### src/rtl/hilo_mdu_sched_if.sv
// EXE-stage <-> MDU scheduler bundle: issue/operand inputs from EXE, MDU control and stall outputs.
// The exe side drives instruction info; the mdu side (scheduler) drives datapath control and stall.
interface hilo_mdu_sched_if;
    logic        EXE_Valid;
    logic [2:0]  EXE_MulDivOp;
    logic        EXE_HiLoAccess;
    logic        EXE_Flush;
    logic        Mdu_Abort;
    logic [31:0] EXE_rsData;
    logic [31:0] EXE_rtData;
    logic        Mdu_Start;
    logic        Mdu_Signed;
    logic        Mdu_IsDiv;
    logic [31:0] Mdu_OpA;
    logic [31:0] Mdu_OpB;
    logic        Mdu_HiLoWr;
    logic        Mdu_Stall;
    logic        Mdu_Busy;
    logic        Mdu_DivZero;

    modport master (
        output EXE_Valid, EXE_MulDivOp, EXE_HiLoAccess, EXE_Flush, Mdu_Abort,
               EXE_rsData, EXE_rtData,
        input  Mdu_Start, Mdu_Signed, Mdu_IsDiv, Mdu_OpA, Mdu_OpB,
               Mdu_HiLoWr, Mdu_Stall, Mdu_Busy, Mdu_DivZero
    );

    modport slave (
        input  EXE_Valid, EXE_MulDivOp, EXE_HiLoAccess, EXE_Flush, Mdu_Abort,
               EXE_rsData, EXE_rtData,
        output Mdu_Start, Mdu_Signed, Mdu_IsDiv, Mdu_OpA, Mdu_OpB,
               Mdu_HiLoWr, Mdu_Stall, Mdu_Busy, Mdu_DivZero
    );
endinterface

### src/rtl/hilo_mdu_sched.sv
// MDU issue/scoreboard: Start one cycle after accept, N BUSY cycles, HI/LO write in DONE (N+2 to free).
// Backpressure: stalls EXE only for MDU/HI-LO users while an op is in flight; one op at a time.
module hilo_mdu_sched #(
    parameter int MUL_CYCLES = 2,
    parameter int DIV_CYCLES = 33,
    parameter int CNT_W      = $clog2(DIV_CYCLES + 1)
) (
    input  logic             clk,
    input  logic             resetn,
    hilo_mdu_sched_if.slave  bus
);
    typedef enum logic [1:0] {IDLE, BUSY, DONE} state_t;

    localparam logic [CNT_W-1:0] MUL_LD = CNT_W'(MUL_CYCLES - 1);
    localparam logic [CNT_W-1:0] DIV_LD = CNT_W'(DIV_CYCLES - 1);

    state_t           state, state_nxt;
    logic [CNT_W-1:0] cnt, cnt_nxt;
    logic             op_vld, op_signed, op_div;
    logic             accept, div_zero, start;
    logic             start_q, signed_q, isdiv_q, divzero_q;
    logic [31:0]      opa_q, opb_q;

    always_comb begin
        op_vld    = (bus.EXE_MulDivOp >= 3'd1) && (bus.EXE_MulDivOp <= 3'd4);
        op_signed = (bus.EXE_MulDivOp == 3'd1) || (bus.EXE_MulDivOp == 3'd3);
        op_div    = (bus.EXE_MulDivOp == 3'd3) || (bus.EXE_MulDivOp == 3'd4);
    end

    assign accept   = (state == IDLE) && bus.EXE_Valid && op_vld && !bus.EXE_Flush;
    // A divide by zero is dropped at issue: no datapath start, HI/LO untouched.
    assign div_zero = accept && op_div && (bus.EXE_rtData == 32'd0);
    assign start    = accept && !div_zero;

    always_comb begin
        state_nxt = state;
        cnt_nxt   = cnt;
        case (state)
            IDLE: begin
                if (start) begin
                    state_nxt = BUSY;
                    cnt_nxt   = op_div ? DIV_LD : MUL_LD;
                end
            end
            BUSY: begin
                if (bus.Mdu_Abort) begin
                    state_nxt = IDLE;
                end else if (cnt == '0) begin
                    state_nxt = DONE;
                end else begin
                    cnt_nxt = cnt - 1'b1;
                end
            end
            DONE:    state_nxt = IDLE;
            default: state_nxt = IDLE;
        endcase
    end

    always_ff @(posedge clk or negedge resetn) begin
        if (!resetn) begin
            state     <= IDLE;
            cnt       <= '0;
            start_q   <= 1'b0;
            signed_q  <= 1'b0;
            isdiv_q   <= 1'b0;
            divzero_q <= 1'b0;
            opa_q     <= 32'd0;
            opb_q     <= 32'd0;
        end else begin
            state     <= state_nxt;
            cnt       <= cnt_nxt;
            start_q   <= start;
            divzero_q <= div_zero;
            if (start) begin
                signed_q <= op_signed;
                isdiv_q  <= op_div;
                opa_q    <= bus.EXE_rsData;
                opb_q    <= bus.EXE_rtData;
            end
        end
    end

    assign bus.Mdu_Start   = start_q;
    assign bus.Mdu_Signed  = signed_q;
    assign bus.Mdu_IsDiv   = isdiv_q;
    assign bus.Mdu_OpA     = opa_q;
    assign bus.Mdu_OpB     = opb_q;
    assign bus.Mdu_DivZero = divzero_q;
    assign bus.Mdu_HiLoWr  = (state == DONE) && !bus.Mdu_Abort;
    assign bus.Mdu_Busy    = (state != IDLE);
    assign bus.Mdu_Stall   = bus.EXE_Valid && !bus.EXE_Flush &&
                             (op_vld || bus.EXE_HiLoAccess) && (state != IDLE);
endmodule

### src/flat_wrapper.sv
// flat-port wrapper written by rule: the top's interface ports become plain ports
module hilo_mdu_sched_flat 
#(
    parameter int MUL_CYCLES = 2,
    parameter int DIV_CYCLES = 33,
    parameter int CNT_W      = $clog2(DIV_CYCLES + 1)
)
  (clk, resetn, bus_EXE_Valid, bus_EXE_MulDivOp, bus_EXE_HiLoAccess, bus_EXE_Flush, bus_Mdu_Abort, bus_EXE_rsData, bus_EXE_rtData, bus_Mdu_Start, bus_Mdu_Signed, bus_Mdu_IsDiv, bus_Mdu_OpA, bus_Mdu_OpB, bus_Mdu_HiLoWr, bus_Mdu_Stall, bus_Mdu_Busy, bus_Mdu_DivZero);
  hilo_mdu_sched_if bus_i ();
  input  logic clk;
  input  logic resetn;
  input wire logic [$bits(bus_i.EXE_Valid)-1:0] bus_EXE_Valid;
  input wire logic [$bits(bus_i.EXE_MulDivOp)-1:0] bus_EXE_MulDivOp;
  input wire logic [$bits(bus_i.EXE_HiLoAccess)-1:0] bus_EXE_HiLoAccess;
  input wire logic [$bits(bus_i.EXE_Flush)-1:0] bus_EXE_Flush;
  input wire logic [$bits(bus_i.Mdu_Abort)-1:0] bus_Mdu_Abort;
  input wire logic [$bits(bus_i.EXE_rsData)-1:0] bus_EXE_rsData;
  input wire logic [$bits(bus_i.EXE_rtData)-1:0] bus_EXE_rtData;
  output wire logic [$bits(bus_i.Mdu_Start)-1:0] bus_Mdu_Start;
  output wire logic [$bits(bus_i.Mdu_Signed)-1:0] bus_Mdu_Signed;
  output wire logic [$bits(bus_i.Mdu_IsDiv)-1:0] bus_Mdu_IsDiv;
  output wire logic [$bits(bus_i.Mdu_OpA)-1:0] bus_Mdu_OpA;
  output wire logic [$bits(bus_i.Mdu_OpB)-1:0] bus_Mdu_OpB;
  output wire logic [$bits(bus_i.Mdu_HiLoWr)-1:0] bus_Mdu_HiLoWr;
  output wire logic [$bits(bus_i.Mdu_Stall)-1:0] bus_Mdu_Stall;
  output wire logic [$bits(bus_i.Mdu_Busy)-1:0] bus_Mdu_Busy;
  output wire logic [$bits(bus_i.Mdu_DivZero)-1:0] bus_Mdu_DivZero;
  assign bus_i.EXE_Valid = bus_EXE_Valid;
  assign bus_i.EXE_MulDivOp = bus_EXE_MulDivOp;
  assign bus_i.EXE_HiLoAccess = bus_EXE_HiLoAccess;
  assign bus_i.EXE_Flush = bus_EXE_Flush;
  assign bus_i.Mdu_Abort = bus_Mdu_Abort;
  assign bus_i.EXE_rsData = bus_EXE_rsData;
  assign bus_i.EXE_rtData = bus_EXE_rtData;
  assign bus_Mdu_Start = bus_i.Mdu_Start;
  assign bus_Mdu_Signed = bus_i.Mdu_Signed;
  assign bus_Mdu_IsDiv = bus_i.Mdu_IsDiv;
  assign bus_Mdu_OpA = bus_i.Mdu_OpA;
  assign bus_Mdu_OpB = bus_i.Mdu_OpB;
  assign bus_Mdu_HiLoWr = bus_i.Mdu_HiLoWr;
  assign bus_Mdu_Stall = bus_i.Mdu_Stall;
  assign bus_Mdu_Busy = bus_i.Mdu_Busy;
  assign bus_Mdu_DivZero = bus_i.Mdu_DivZero;
  hilo_mdu_sched #(.MUL_CYCLES(MUL_CYCLES), .DIV_CYCLES(DIV_CYCLES), .CNT_W(CNT_W)) u_core (.clk(clk), .resetn(resetn), .bus(bus_i));
endmodule
### config.mk
export PLATFORM = sky130hd
export DESIGN_NAME = hilo_mdu_sched_flat
export DESIGN_NICKNAME = d
export VERILOG_FILES = /design/src/rtl/hilo_mdu_sched_if.sv /design/src/rtl/hilo_mdu_sched.sv /design/src/flat_wrapper.sv
export SDC_FILE = /design/constraint.sdc
export NUM_CORES = 1
export LEC_CHECK = 0
export CORE_MARGIN = 5
export CORE_UTILIZATION = 35
export CTS_BUF_LIST = sky130_fd_sc_hd__clkbuf_16
export DETAILED_ROUTE_END_ITERATION = 10
export DONT_BUFFER_PORTS = 1
export PLACE_DENSITY = 0.51
export SYNTH_ARGS = -nofsm -noshare
export SYNTH_HDL_FRONTEND = slang
export SYNTH_SLANG_ARGS = --single-unit
### constraint.sdc
create_clock -name clk -period 4.9 [get_ports clk]
set_clock_uncertainty 0.1 [all_clocks]
set_input_delay 0 -clock clk [delete_from_list [all_inputs] [get_ports clk]]
set_output_delay 0 -clock clk [all_outputs]
set_load 0.01 [all_outputs]
==> results_dict.tcl <==
set metrics [dict create \
    status "complete, but fails checks" \
    failed_checks "hold timing" \
    vias 1951 \
    cts-root-buf "clkbuf_16" \
    hp-class "in2reg" \
    drive_above_1_share_pct 31.1 \
    setup_viol 0 \
    hold_viol_final 1 \
    die_area_mm2 0.0109 \
    ys_ff_latch 76 \
    synth_area_leader_cell "dfrtp_1" \
    nNetsFinal 359 \
    top_usage_layer "met2" \
    wire_per_inst_um 18.1 \
    async_flop_share_pct 100 \
    grt_max_degree 77 \
    cp_data_arrival_time_ns 2.50 \
    p_int_w 0.00150 \
    drtPass1Iterations 2 \
    use_met3_pct 5.83 \
    cts_sinks 76 \
    cts_setup_buffers 0 \
    diodes 0 \
    via_per_inst 4.91 \
    syn_inst 209 \
    slew_headroom_pct 54.5 \
    finalHoldWorstSlack_ns -0.00367 \
    first_global_vias 2125 \
    worstSkewPairLatency_ns 0.32 \
    synthDistinctLibCells 32 \
    num_io_pins 144 \
    hold_start "bus_EXE_MulDivOp[2]" \
    ir_drop_v 0.000159 \
    p_leak_nw 1.79 \
    synth_area_leaders "dfrtp_1, mux2_2, buf_6, nor4_1, o21ai_0" \
    clk_pin_slew_worst_paths_ns 0.06 \
    grt_util_met2_pct 20.9 \
    hpwlAfterDp_um 4790 \
    yosysTopAreaCellShare_pct 61.0 \
    dieWidth_um 104 \
    overflow 0 \
    core-area_mm2 0.00872 \
    p_sw_share_pct 29.5 \
    use_met1_pct 16.7 \
    drv_slew 0 \
    fmax_ghz 0.416 \
    period_needed_ns 2.40 \
    cts_buffers 9 \
    drc_errors 0 \
    ctsLongestPathBuffers 2 \
    critPathLaunchType "primary input" \
    criticalPathCategory "in2reg" \
    switchingPower_w 0.000626 \
    comb_power_share_pct 16.8 \
    row_count 34 \
    clkPwrFrac_pct 32.7 \
    required_ns 5.00 \
    syn_area_mm2 0.00312 \
    worstPathMaxFanout 48 \
    synth_edf_count 0 \
    r2r_start "u_core.state[0]" \
    htree_levels 3 \
    cts_tree "built" \
    final_cells 397 \
    die_h_um 104 \
    period_share_pct 49.0 \
    yosysWarnings 0 \
    place.gp.congestion 0.737 \
    postRouteWirelength_um 7180 \
    postRouteAntennaNets 0 \
    crit_start "bus_EXE_rtData[12]" \
    grt_antenna_before_repair 0 \
    worst_pin_slew_ns 0.682 \
    grt_pass1_wl_um 11600 \
    area_delta_synth_final_pct 35.2 \
    syn_avg_cell_area_um2 14.9 \
    dp_cells 312 \
    cp-end-kind "register" \
    p_per_area_mw_per_mm2 503 \
    cap_viol_max_count 0 \
    grt_use_total_pct 13.3 \
    rsz0062_at_grt "false" \
    p_seq_share_pct 50.5 \
    synth_nets 284 \
    tns_ns 0 \
    io_buffers 0 \
    synth_top_flop_cell "dfrtp_1" \
    ys_seq_area_share_pct 61.0 \
    drtIter0Drc 35 \
    initial_utilization_pct 35.8 \
    total_power_w 0.00212 \
]
[worst paths after layout]
kind                       cells past startpoint  slack, ns                      to
setup / recovery                               6       2.50  u_core.bus.Mdu_OpB[13]
hold / removal                                 2     -0.004    u_core.bus.Mdu_IsDiv
setup reg to reg                               5       2.85  u_core.bus.Mdu_OpB[13]
hold reg to reg                                2       0.43           u_core.cnt[1]
max in group asynchronous                      2       4.27  u_core.bus.Mdu_OpA[19]
min in group asynchronous                      2       0.13  u_core.bus.Mdu_OpA[22]
[per-layer routing]
layer | share of wire (%) | wire length [um]
met1 | 41 | 2960
met2 | 49 | 3490
met3 | 9.0 | 646
met4 | 1.1 | 81
met5 | 0 | 0
[cells in the mapped netlist, drive strengths merged, types with 2 or more instances]
| library cell | instances |
|---|---|
| or3 | 2 |
| a21oi | 2 |
| nand2 | 4 |
| nand4 | 2 |
| inv | 6 |
| buf | 7 |
| nand3 | 3 |
| ha | 2 |
| dfrtp | 76 |
| nor2 | 6 |
| nor4b | 2 |
| o21ai | 6 |
| xnor2 | 3 |
| nor4 | 10 |
| mux2 | 64 |
[worst max-delay path, cell delays in order]
cell and delay [ns]:
dlygate4sd3_1 0.56, nor4_1 0.40, nand4_1 0.30, o31ai_4 0.25, buf_4 0.54, mux2_2 0.41
[sequential cells by signal, indices dropped and copies added (netlist names)]
signal and flops:
u_core.cnt 6, u_core.bus.Mdu_OpA 32, u_core.bus.Mdu_Signed 1, u_core.bus.Mdu_IsDiv 1, u_core.bus.Mdu_DivZero 1, u_core.bus.Mdu_Start 1
u_core.bus.Mdu_OpB 32, u_core.state 2
[layout by cell type (no fill, tap or decap), types with 2 or more instances in the layout]
| cell type | synthesis | layout |
|---|---|---|
| dfrtp_1 | 76 | 76 |
| dlygate4sd3_1 | 0 | 68 |
| mux2_2 | 64 | 64 |
| clkbuf_16 | 0 | 9 |
| nor4_1 | 8 | 8 |
| inv_1 | 6 | 7 |
| nor2_1 | 6 | 6 |
| o21ai_0 | 6 | 6 |
| nand2_1 | 3 | 3 |
| nand3_1 | 3 | 3 |
| xnor2_1 | 3 | 3 |
| a21oi_1 | 2 | 2 |
| nor4_2 | 2 | 2 |
| nand4_1 | 2 | 2 |
| nor4b_1 | 2 | 2 |
| ha_1 | 2 | 2 |
| clkinv_4 | 0 | 2 |
| bufinv_16 | 0 | 2 |
| buf_4 | 0 | 2 |
[stage by stage]
stage	setup WS, ns	hold slack (ns)	area, um^2	util (%)
3_3_place_gp	2.74	-0.394	3190	36.6
6_report	2.50	-0.00367	4220	48.4
4_1_cts	2.49	0.00126	4220	48.4
3_5_place_dp	2.74	-0.394	3190	36.6
5_1_grt	2.39	0.0442	4220	48.4
2_1_floorplan	3.12	-0.396	3120	-
[power by group through the flow]
stage	sequential (W)	clock (W)	combinational, W
floorplan	0.00103	0	0.000267
global placement	0.00109	0	0.000284
detailed placement	0.00109	0	0.000296
CTS	0.00107	0.000716	0.000361
global route	0.00110	0.000752	0.000398
finish	0.00107	0.000695	0.000356
[logic make-up (layout without fill, tap and decap cells)]
| group | after synthesis | count (layout) | share of synthesized area [%] |
|---|---|---|---|
| compound gates | 13 | 13 | 2.97 |
| xor+xnor | 3 | 3 | 0.843 |
| fa+ha+maj | 2 | 2 | 0.802 |
| buf+inv | 13 | 93 | 3.25 |
| flops | 76 | 76 | 61.0 |
| mux | 65 | 65 | 23.4 |
| simple gates | 37 | 37 | 7.74 |
[layout make-up]
class | count | area, um^2
Clock inverter | 7 | 92.6
Clock buffer | 9 | 225
Tap cell | 108 | 135
Sequential cell | 76 | 1900
Fill cell | 746 | 4500
Multi-Input combinational cell | 120 | 1120
Inverter | 6 | 22.5
Timing Repair Buffer | 71 | 723
[repair_timing]
item                      in CTS  in global routing
hold endpoints to repair     145                  0
gates resized for setup        0                  0
hold buffers                  69                  0
(Power assumes the default switching activity.)
